## src/rtl/bram_capture_if.sv

```systemverilog
// Bus bundle between the capture controller, the FIR sample source, the
// simple dual-port BRAM and the readout consumer.
//
// Readout stream: a word moves when o_rd_valid and i_rd_ready are both high
// on the same rising edge. While o_rd_valid is high and i_rd_ready is low,
// o_rd_data holds its value and o_rd_valid stays high. The producer never
// waits on i_rd_ready before raising o_rd_valid.
interface bram_capture_if #(
  parameter int NB_ADDR = 15,
  parameter int NB_DATA = 14
) ();
  // FIR sample input
  logic               i_sample_valid;
  logic [NB_DATA-1:0] i_sample;
  // BRAM write port
  logic               o_bram_we;
  logic [NB_ADDR-1:0] o_bram_waddr;
  logic [NB_DATA-1:0] o_bram_wdata;
  // BRAM read port (1-cycle read latency)
  logic               o_bram_re;
  logic [NB_ADDR-1:0] o_bram_raddr;
  logic [NB_DATA-1:0] i_bram_rdata;
  // readout stream
  logic [NB_DATA-1:0] o_rd_data;
  logic               o_rd_valid;
  logic               i_rd_ready;

  // controller side
  modport master (
    input  i_sample_valid, i_sample, i_bram_rdata, i_rd_ready,
    output o_bram_we, o_bram_waddr, o_bram_wdata,
    output o_bram_re, o_bram_raddr, o_rd_data, o_rd_valid
  );

  // environment side (FIR, BRAM, consumer)
  modport slave (
    output i_sample_valid, i_sample, i_bram_rdata, i_rd_ready,
    input  o_bram_we, o_bram_waddr, o_bram_wdata,
    input  o_bram_re, o_bram_raddr, o_rd_data, o_rd_valid
  );
endinterface

```

## src/rtl/bram_capture_ctrl.sv

```systemverilog
// Capture sequencer for the sample BRAM: arm on an i_arm rising edge, wait
// for a triggered valid sample, write DEPTH consecutive samples at addresses
// 0..DEPTH-1, then stream them back with at most one BRAM read outstanding.
module bram_capture_ctrl #(
  parameter int NB_ADDR = 15,
  parameter int NB_DATA = 14,
  parameter int DEPTH   = 32768
) (
  input  logic                clock,
  input  logic                i_reset,
  input  logic                i_arm,
  input  logic                i_trigger,
  input  logic                i_abort,
  input  logic                i_rd_start,
  bram_capture_if.master      bus,
  output logic                o_full,
  output logic                o_busy,
  output logic [2:0]          o_state
);

  typedef enum logic [2:0] {
    IDLE    = 3'd0,
    ARMED   = 3'd1,
    CAPTURE = 3'd2,
    FULL    = 3'd3,
    READOUT = 3'd4
  } state_t;

  localparam logic [NB_ADDR-1:0] WR_LAST = NB_ADDR'(DEPTH - 1);
  localparam logic [NB_ADDR:0]   RD_END  = (NB_ADDR + 1)'(DEPTH);

  state_t             state_q, state_d;
  // Holds 1 once i_arm has been seen low; cleared by reset so that an arm
  // level held high through reset does not count as a fresh edge.
  logic               arm_low_q;
  logic               arm_edge;
  logic               abort_hit;
  logic               wr_fire;
  logic               rd_fire;
  logic               rd_done;
  logic               rd_hs;
  logic [NB_ADDR-1:0] wcount_q;
  logic [NB_ADDR:0]   rcount_q;
  logic               in_flight_q;
  logic               we_q;
  logic [NB_ADDR-1:0] waddr_q;
  logic [NB_DATA-1:0] wdata_q;
  logic               rd_valid_q;
  logic [NB_DATA-1:0] rd_data_q;

  assign arm_edge  = i_arm & arm_low_q;
  assign abort_hit = i_abort & (state_q != IDLE);
  assign rd_hs     = rd_valid_q & bus.i_rd_ready;

  // Next-state and per-cycle write/read decisions; abort overrides everything.
  always_comb begin
    state_d = state_q;
    wr_fire = 1'b0;
    rd_fire = 1'b0;
    rd_done = 1'b0;
    case (state_q)
      IDLE: begin
        if (arm_edge) state_d = ARMED;
      end
      ARMED: begin
        if (i_trigger && bus.i_sample_valid) begin
          wr_fire = 1'b1;
          state_d = CAPTURE;
        end
      end
      CAPTURE: begin
        if (bus.i_sample_valid) begin
          wr_fire = 1'b1;
          if (wcount_q == WR_LAST) state_d = FULL;
        end
      end
      FULL: begin
        if (i_rd_start) state_d = READOUT;
      end
      READOUT: begin
        if (!in_flight_q && (!rd_valid_q || bus.i_rd_ready) && (rcount_q < RD_END))
          rd_fire = 1'b1;
        if (rd_hs && (rcount_q == RD_END)) begin
          rd_done = 1'b1;
          state_d = IDLE;
        end
      end
      default: state_d = IDLE;
    endcase
    if (abort_hit) begin
      state_d = IDLE;
      wr_fire = 1'b0;
      rd_fire = 1'b0;
      rd_done = 1'b0;
    end
  end

  // State register.
  always_ff @(posedge clock) begin
    if (i_reset) state_q <= IDLE;
    else         state_q <= state_d;
  end

  // Registered compare used to detect the i_arm rising edge.
  always_ff @(posedge clock) begin
    if (i_reset) arm_low_q <= 1'b0;
    else         arm_low_q <= ~i_arm;
  end

  // Write port: one registered BRAM write per captured sample.
  always_ff @(posedge clock) begin
    if (i_reset) begin
      we_q     <= 1'b0;
      waddr_q  <= '0;
      wdata_q  <= '0;
      wcount_q <= '0;
    end else begin
      we_q <= wr_fire;
      if (abort_hit) begin
        wcount_q <= '0;
      end else if (wr_fire) begin
        waddr_q  <= wcount_q;
        wdata_q  <= bus.i_sample;
        wcount_q <= (wcount_q == WR_LAST) ? '0 : wcount_q + NB_ADDR'(1);
      end
    end
  end

  // Read side: read counter, in-flight flag and the output holding register.
  always_ff @(posedge clock) begin
    if (i_reset || abort_hit) begin
      rcount_q    <= '0;
      in_flight_q <= 1'b0;
      rd_valid_q  <= 1'b0;
      rd_data_q   <= '0;
    end else begin
      in_flight_q <= rd_fire;
      if ((state_q == FULL && state_d == READOUT) || rd_done)
        rcount_q <= '0;
      else if (rd_fire)
        rcount_q <= rcount_q + (NB_ADDR + 1)'(1);
      if (in_flight_q) begin
        rd_valid_q <= 1'b1;
        rd_data_q  <= bus.i_bram_rdata;
      end else if (rd_hs) begin
        rd_valid_q <= 1'b0;
      end
    end
  end

  assign bus.o_bram_we    = we_q;
  assign bus.o_bram_waddr = waddr_q;
  assign bus.o_bram_wdata = wdata_q;
  assign bus.o_bram_re    = rd_fire;
  assign bus.o_bram_raddr = rcount_q[NB_ADDR-1:0];
  assign bus.o_rd_data    = rd_data_q;
  assign bus.o_rd_valid   = rd_valid_q;
  assign o_full           = (state_q == FULL) || (state_q == READOUT);
  assign o_busy           = (state_q != IDLE);
  assign o_state          = state_q;

endmodule

```

## src/flat_wrapper.sv

```systemverilog
// flat-port wrapper written by rule: the top's interface ports become plain ports
module bram_capture_ctrl_flat 
#(
  parameter int NB_ADDR = 15,
  parameter int NB_DATA = 14,
  parameter int DEPTH   = 32768
)
  (clock, i_reset, i_arm, i_trigger, i_abort, i_rd_start, o_full, o_busy, o_state, bus_i_sample_valid, bus_i_sample, bus_i_bram_rdata, bus_i_rd_ready, bus_o_bram_we, bus_o_bram_waddr, bus_o_bram_wdata, bus_o_bram_re, bus_o_bram_raddr, bus_o_rd_data, bus_o_rd_valid);
  bram_capture_if #(.NB_ADDR(NB_ADDR), .NB_DATA(NB_DATA)) bus_i ();
  input  logic clock;
  input  logic i_reset;
  input  logic i_arm;
  input  logic i_trigger;
  input  logic i_abort;
  input  logic i_rd_start;
  output logic o_full;
  output logic o_busy;
  output logic [2:0] o_state;
  input wire logic [$bits(bus_i.i_sample_valid)-1:0] bus_i_sample_valid;
  input wire logic [$bits(bus_i.i_sample)-1:0] bus_i_sample;
  input wire logic [$bits(bus_i.i_bram_rdata)-1:0] bus_i_bram_rdata;
  input wire logic [$bits(bus_i.i_rd_ready)-1:0] bus_i_rd_ready;
  output wire logic [$bits(bus_i.o_bram_we)-1:0] bus_o_bram_we;
  output wire logic [$bits(bus_i.o_bram_waddr)-1:0] bus_o_bram_waddr;
  output wire logic [$bits(bus_i.o_bram_wdata)-1:0] bus_o_bram_wdata;
  output wire logic [$bits(bus_i.o_bram_re)-1:0] bus_o_bram_re;
  output wire logic [$bits(bus_i.o_bram_raddr)-1:0] bus_o_bram_raddr;
  output wire logic [$bits(bus_i.o_rd_data)-1:0] bus_o_rd_data;
  output wire logic [$bits(bus_i.o_rd_valid)-1:0] bus_o_rd_valid;
  assign bus_i.i_sample_valid = bus_i_sample_valid;
  assign bus_i.i_sample = bus_i_sample;
  assign bus_i.i_bram_rdata = bus_i_bram_rdata;
  assign bus_i.i_rd_ready = bus_i_rd_ready;
  assign bus_o_bram_we = bus_i.o_bram_we;
  assign bus_o_bram_waddr = bus_i.o_bram_waddr;
  assign bus_o_bram_wdata = bus_i.o_bram_wdata;
  assign bus_o_bram_re = bus_i.o_bram_re;
  assign bus_o_bram_raddr = bus_i.o_bram_raddr;
  assign bus_o_rd_data = bus_i.o_rd_data;
  assign bus_o_rd_valid = bus_i.o_rd_valid;
  bram_capture_ctrl #(.NB_ADDR(NB_ADDR), .NB_DATA(NB_DATA), .DEPTH(DEPTH)) u_core (.clock(clock), .i_reset(i_reset), .i_arm(i_arm), .i_trigger(i_trigger), .i_abort(i_abort), .i_rd_start(i_rd_start), .bus(bus_i), .o_full(o_full), .o_busy(o_busy), .o_state(o_state));
endmodule
```

## config.mk

```make
export PLATFORM = sky130hd
export DESIGN_NAME = bram_capture_ctrl_flat
export DESIGN_NICKNAME = d
export VERILOG_FILES = /design/src/rtl/bram_capture_if.sv /design/src/rtl/bram_capture_ctrl.sv /design/src/flat_wrapper.sv
export SDC_FILE = /design/constraint.sdc
export NUM_CORES = 1
export LEC_CHECK = 0
export CORE_MARGIN = 3
export CORE_UTILIZATION = 48
export DETAILED_ROUTE_END_ITERATION = 10
export PLACE_DENSITY = 0.91
export SLEW_MARGIN = 20
export SYNTH_ARGS = -nofsm -noshare
export SYNTH_HDL_FRONTEND = slang
export SYNTH_SLANG_ARGS = --single-unit
```

## constraint.sdc

```tcl
create_clock -name clock -period 2.4 [get_ports clock]
set_clock_uncertainty 0.1 [all_clocks]
set_input_delay 0.48 -clock clock [delete_from_list [all_inputs] [get_ports clock]]
set_output_delay 0.48 -clock clock [all_outputs]
set_load 0.02 [all_outputs]
```

After elaboration in Yosys (flattened, before gate mapping)
Cells that the tools add are included.
{"block": "word_totals", "regBits": 81, "wordCells": 63}
{"block": "op_classes", "n_reduce_logical": 17, "n_mux": 21, "add_sub_neg": 2, "n_eq_ne": 7, "order_cmp": 1, "bitwise_logic": 5}
{"cell": "2-to-1 mux 3 bit", "count": 7}
{"cell": "adder 16 x 1 -> 16 bit, second input constant", "count": 1}
{"cell": "== test 16 bit, second input constant", "count": 1}
{"cell": "less-than comparator 16 bit, second input constant", "count": 1}
{"cell": "adder 15 x 1 -> 15 bit, second input constant", "count": 1}
{"cell": "== test 15 bit, second input constant", "count": 1}
{"cell": "2-to-1 mux 15 bit", "count": 1}
{"cell": "case mux 3 bit (5 select lines)", "count": 1}
{"cell": "2-to-1 mux 1 bit", "count": 11}
{"cell": "== test 3 x 2 -> 1 bit, second input constant", "count": 2}
{"cell": "== test 3 bit, second input constant", "count": 2}
{"cell": "logical AND 1 bit", "count": 5}
{"cell": "logical OR 1 bit", "count": 4}
{"cell": "OR reduction 2 bit", "count": 2}
{"cell": "AND 1 bit", "count": 3}
{"cell": "== test 3 x 1 -> 1 bit, second input constant", "count": 1}
{"cell": "zero test 3 bit", "count": 1}
{"cell": "nonzero test 3 bit", "count": 1}
{"cell": "zero test 1 bit", "count": 2}
{"cell": "inverter 1 bit", "count": 2}
{"cell": "case mux 1 bit (2 select lines)", "count": 1}
{"cell": "AND reduction 2 bit", "count": 1}
{"cell": "nonzero test 2 bit", "count": 1}

Longest topological paths before layout
{"block": "depth", "word_depth": 9, "depth_mapped": 8}

Worst setup path after synthesis
No wires, ideal clock.
{"block": "synth_timing", "path_kind": "register to register", "startpoint": "reg u_core.state_q[1] (netlist: u_core.o_state[1])", "endpoint": "reg u_core.wcount_q[11]", "t_arrival_ns": 1.882, "path_slack_ns": 0.348, "setup_ns": 0.070, "stages_incl_launch_ff": 7, "t_required_ns": 2.230, "cell_sequence": "dfxtp_1 > buf_6 > nand2b_1 > buf_2 > a2111o_1 > or4_1 > a21oi_1"}
{"block": "synth_via", "elab_chain_cells": 3, "elab_cells_between_ends": 7, "cone_classes": "2 x eq/ne; 2 x mux; 1 x bitwise; 2 x reduce/logical"}
{"item": "from (decl)", "line": "bram_capture_ctrl.sv:32", "rtl": "state_t state_q, state_d;"}
{"item": "from (signal assigned)", "line": "bram_capture_ctrl.sv:101", "rtl": "else state_q <= state_d;"}
{"item": "== test 3 x 2 -> 1 bit (tied with other cells)", "line": "bram_capture_ctrl.sv:61", "rtl": "case (state_q)"}
{"item": "case mux 1 bit (2 select lines) or AND 1 bit (tied branches)", "line": "bram_capture_ctrl.sv:61, bram_capture_ctrl.sv:52"}
{"item": "2-to-1 mux 1 bit or OR reduction 2 bit (tied branches)"}
{"item": "to (signal assigned)", "line": "bram_capture_ctrl.sv:124", "rtl": "wcount_q <= (wcount_q == WR_LAST) ? '0 : wcount_q + NB_ADDR'(1);"}
{"item": "to (decl)", "line": "bram_capture_ctrl.sv:42", "rtl": "logic [NB_ADDR-1:0] wcount_q;"}
Parallel ways exist; a longest one is shown, timed or not.
A chain may end at the register's enable or synchronous reset.

Worst setup path in the final report
{"block": "layout_timing", "startpoint": "reg u_core.state_q[1] (netlist: u_core.o_state[1])", "endpoint": "out o_busy"}
{"block": "layout_via", "elab_chain_cells": 1}
{"item": "nonzero test 3 bit", "line": "bram_capture_ctrl.sv:159", "rtl": "assign o_busy = (state_q != IDLE);"}
{"item": "to (decl)", "line": "flat_wrapper.sv:17", "rtl": "output logic o_busy;"}
Every way passes these cells.

==> results.tsv <==
stage	metric	value	unit
finish	n_antenna_cell	0	
min_path	min_path_cells	2	
critical_path	reg2reg_to	u_core.o_state[0]$_SDFF_PP0_	
route	vias_per_cell	5.44	
critical_path	cpMaxStageDelayCell	or3_1	
critical_path	crit_path_start_kind	flip-flop	
sta	max_slew_margin	66.5	%
flow_run	maxCapViolations	0	
clocking	cts.htree.levels	3	
critical_path	cp_cell_sequence	buf_4 > or3_1 > dlygate4sd2_1	
critical_path	path_buf_inv	2	
sta	drv_slew	0	
sta	hold_violations	0	
synthesis	ys_top_cells_by_area	dfxtp_1, nand2_1, a21oi_1	
placement	dpl_worst_slack	-0.387	ns
synthesis	synth_top_cell_by_area	dfxtp_1	
die	die_x	93.1	um
finish	drive_gt1_share	11.0	%
placement	placed_cell_area	4760	um2
global_route	antenna_found_initial	0	
route	routed-via-count	3413	
finish	final_cell_area	4960	um2
min_path	min_to	u_core.bus.o_bram_waddr[8]$_SDFFE_PP0P_	
global_route	grt_pass1_vias	3290	
die	io_pins	102	
clocking	cts_buffers	9	
min_path	holdCritStartpoint	u_core.bus.o_bram_waddr[8]$_SDFFE_PP0P_	
sta	layout_min_cycle_time	2.21	ns
route	drtAntennaViolNets	0	
critical_path	path_max_fanout	7	
synthesis	netlist.area_leader.share	44.5	%
pwr	leakage	1.62	nW
pwr	power.density	494	nW/um2
synthesis	synth_ff_type	dfxtp_1	
critical_path	timing_worst_setup_path_type	reg -> out	
finish	syn2layout_area_growth	36.1	%
die	rows	31	
die	die_area	8670	um2
critical_path	cp_slowest_stage_delay	0.41	ns
placement	post-dp-hpwl	6.72	mm
clocking	cts.clk_slew.worst_paths	0.08	ns
critical_path	r2r_start	u_core.wcount_q[0]$_SDFFE_PP0P_	
clocking	postCtsSetupRepairBufs	0	
global_route	grt.total_usage	21.5	%
clocking	clock-root-buffer	clkbuf_8	
synthesis	synth_warnings	0	
placement	port_buffers	101	
run_status	status	complete, no violations	
critical_path	cp_data_required_time	1.82	ns
synthesis	synthArstFlopShare	0	%
synthesis	avgSynthCellArea	8.57	um2
global_route	grt_start_max_net_pins	31	
clocking	cts_sinks	81	
synthesis	ys_seq_elements	81	
sta	fmax	0.452	GHz
route	routed_wirelength	9.13	mm
sta	fin_setup_tns	0	ns
die	core_area	7290	um2
pwr	vdd_ir_drop_max	0.000400	V
critical_path	rr_worst_depth	5	
synthesis	synth_edf_count	0	
clocking	clk_path_buf_depth	2	
min_path	hp-class	reg -> reg	
global_route	grt_pass1_wl	15.2	mm
route	drcViolationCount	0	
clocking	cts.hold.buffers_added	0	
finish	fillers	598	
global_route	globalRouteOverflowTotal	0	
sta	fin_ws	0.187	ns
finish	layout.nets	563	
sta	setup_viol	0	
critical_path	cp-end-kind	output port	
synthesis	synthTopCellsByCount	dfxtp_1, nand2_1, a21oi_1	
synthesis	syn_area	3640	um2
placement	place.gp.congestion	0.836	
synthesis	synth_cells	425	
sta	tightest_slew	0.489	ns
route	wl_per_cell	14.6	um
route	dr.pass1.iters	4	
synthesis	post-synth-top-count-cell	dfxtp_1	
route	drtIter0Drc	166	
critical_path	r2r_setup_slack	0.29	ns
clocking	cts_tree	yes	
clocking	clk_latency	0.34	ns
die	die-height	93.1	um
finish	fin_util	68.0	%
critical_path	crit_family	buffers and inverters	
synthesis	ys_seq_area_share	44.5	%
sta	period_share	92.2	%
synthesis	syn-num-nets	464	
sta	rsz0062_at_grt	false	
synthesis	ys_types	48	
pwr	power	0.00245	W
die	start_util	50.0	%
critical_path	critical_path_arrival	1.63	ns
==> logic make-up after synthesis <==
| kind of cell | synth area share, % |
|---|---|
| AO/OA/AOI/OAI | 16.5 |
| XOR/XNOR | 1.20 |
| flip-flops | 44.5 |
| multiplexers | 4.12 |
| AND/OR/NAND/NOR | 24.8 |
| buffers and inverters | 7.52 |
| adder cells (fa/ha/maj) | 1.31 |
==> worst max path at each step <==
| stage | endpoint | slack, ns | depth (start not counted) | from |
|---|---|---|---|---|
| 3_3_place_gp | bus_o_bram_re | -0.36 | 4 | i_abort |
| 4_1_cts | bus_o_bram_re | 0.005 | 4 | i_abort |
| 6_report | o_busy | 0.19 | 3 | u_core.o_state[1]$_SDFF_PP0_ |
| 5_1_grt | o_busy | 0.13 | 3 | u_core.o_state[1]$_SDFF_PP0_ |
| 3_5_place_dp | bus_o_bram_re | -0.39 | 4 | i_abort |
| 2_1_floorplan | u_core.wcount_q[11]$_SDFFE_PP0P_ | 0.35 | 6 | u_core.o_state[1]$_SDFF_PP0_ |
==> per-layer routing <==
layer  GRT usage, %  part of all wire, %  vias up
li1               -                    -     1692
met4           5.98                  1.3        0
met2           38.3                   53      111
met5              0                    0        -
met1           24.7                   39     1595
met3           7.08                  7.2       15
==> flip-flops by register name, indices dropped and copies added, names as in the netlist, 3 cells and up <==
name and flops:
u_core.bus.o_rd_data 14, u_core.wcount_q 15, u_core.rcount_q 16, u_core.bus.o_bram_waddr 15, u_core.bus.o_bram_wdata 14, u_core.o_state 3
==> what timing repair did <==
| item | CTS | global route |
|---|---|---|
| resized for setup | 5 | 3 |
| hold endpoints to repair | 0 | 0 |
| endpoints found under the setup margin | 2 | 7 |
| pin swaps | 0 | 0 |
==> cell usage in the layout (no fill, tap or decap), types with 12 or more instances in the layout <==
| cell type | netlist | routed |
|---|---|---|
| mux2i_1 | 15 | 15 |
| dfxtp_1 | 81 | 81 |
| o21ai_0 | 14 | 14 |
| or3_1 | 13 | 13 |
| nand3_1 | 13 | 13 |
| buf_4 | 16 | 29 |
| nand2_1 | 75 | 75 |
| o31ai_1 | 12 | 12 |
| nor2_1 | 23 | 23 |
| clkdlybuf4s50_1 | 0 | 97 |
| a211oi_1 | 13 | 12 |
| a21oi_1 | 42 | 42 |
==> metrics by stage <==
stage,cells,hold WS (ns)
floorplan,425,0.344
global placement,612,0.342
detailed placement,612,0.347
CTS,627,0.356
global route,627,0.387
finish,627,0.359
==> power by group <==
part	switching (W)	total, W	internal (W)
Sequential	0.00000351	0.00135	0.00135
Combinational	0.0000736	0.000160	0.0000861
Clock	0.000469	0.000938	0.000469
==> final cells by class <==
type | count | area, um2 | area share [%]
clock inverters | 6 | 60.1 | 1.21
repair buffers | 130 | 1230 | 24.9
well taps | 99 | 124 | 2.50
clock buffers | 9 | 124 | 2.50
flip-flops and latches | 81 | 1620 | 32.7
inverters | 8 | 30.0 | 0.606
multi-input cells | 294 | 1770 | 35.6
==> worst register-to-register path, cell delays in order, from the launching register on <==
cell      delay, ns
dfxtp_1        0.42
ha_1           0.20
nand3_1        0.20
or4_1          0.62
or3_1          0.34
a21boi_0       0.16
No activity file was read; power rests on OpenSTA's default activity.
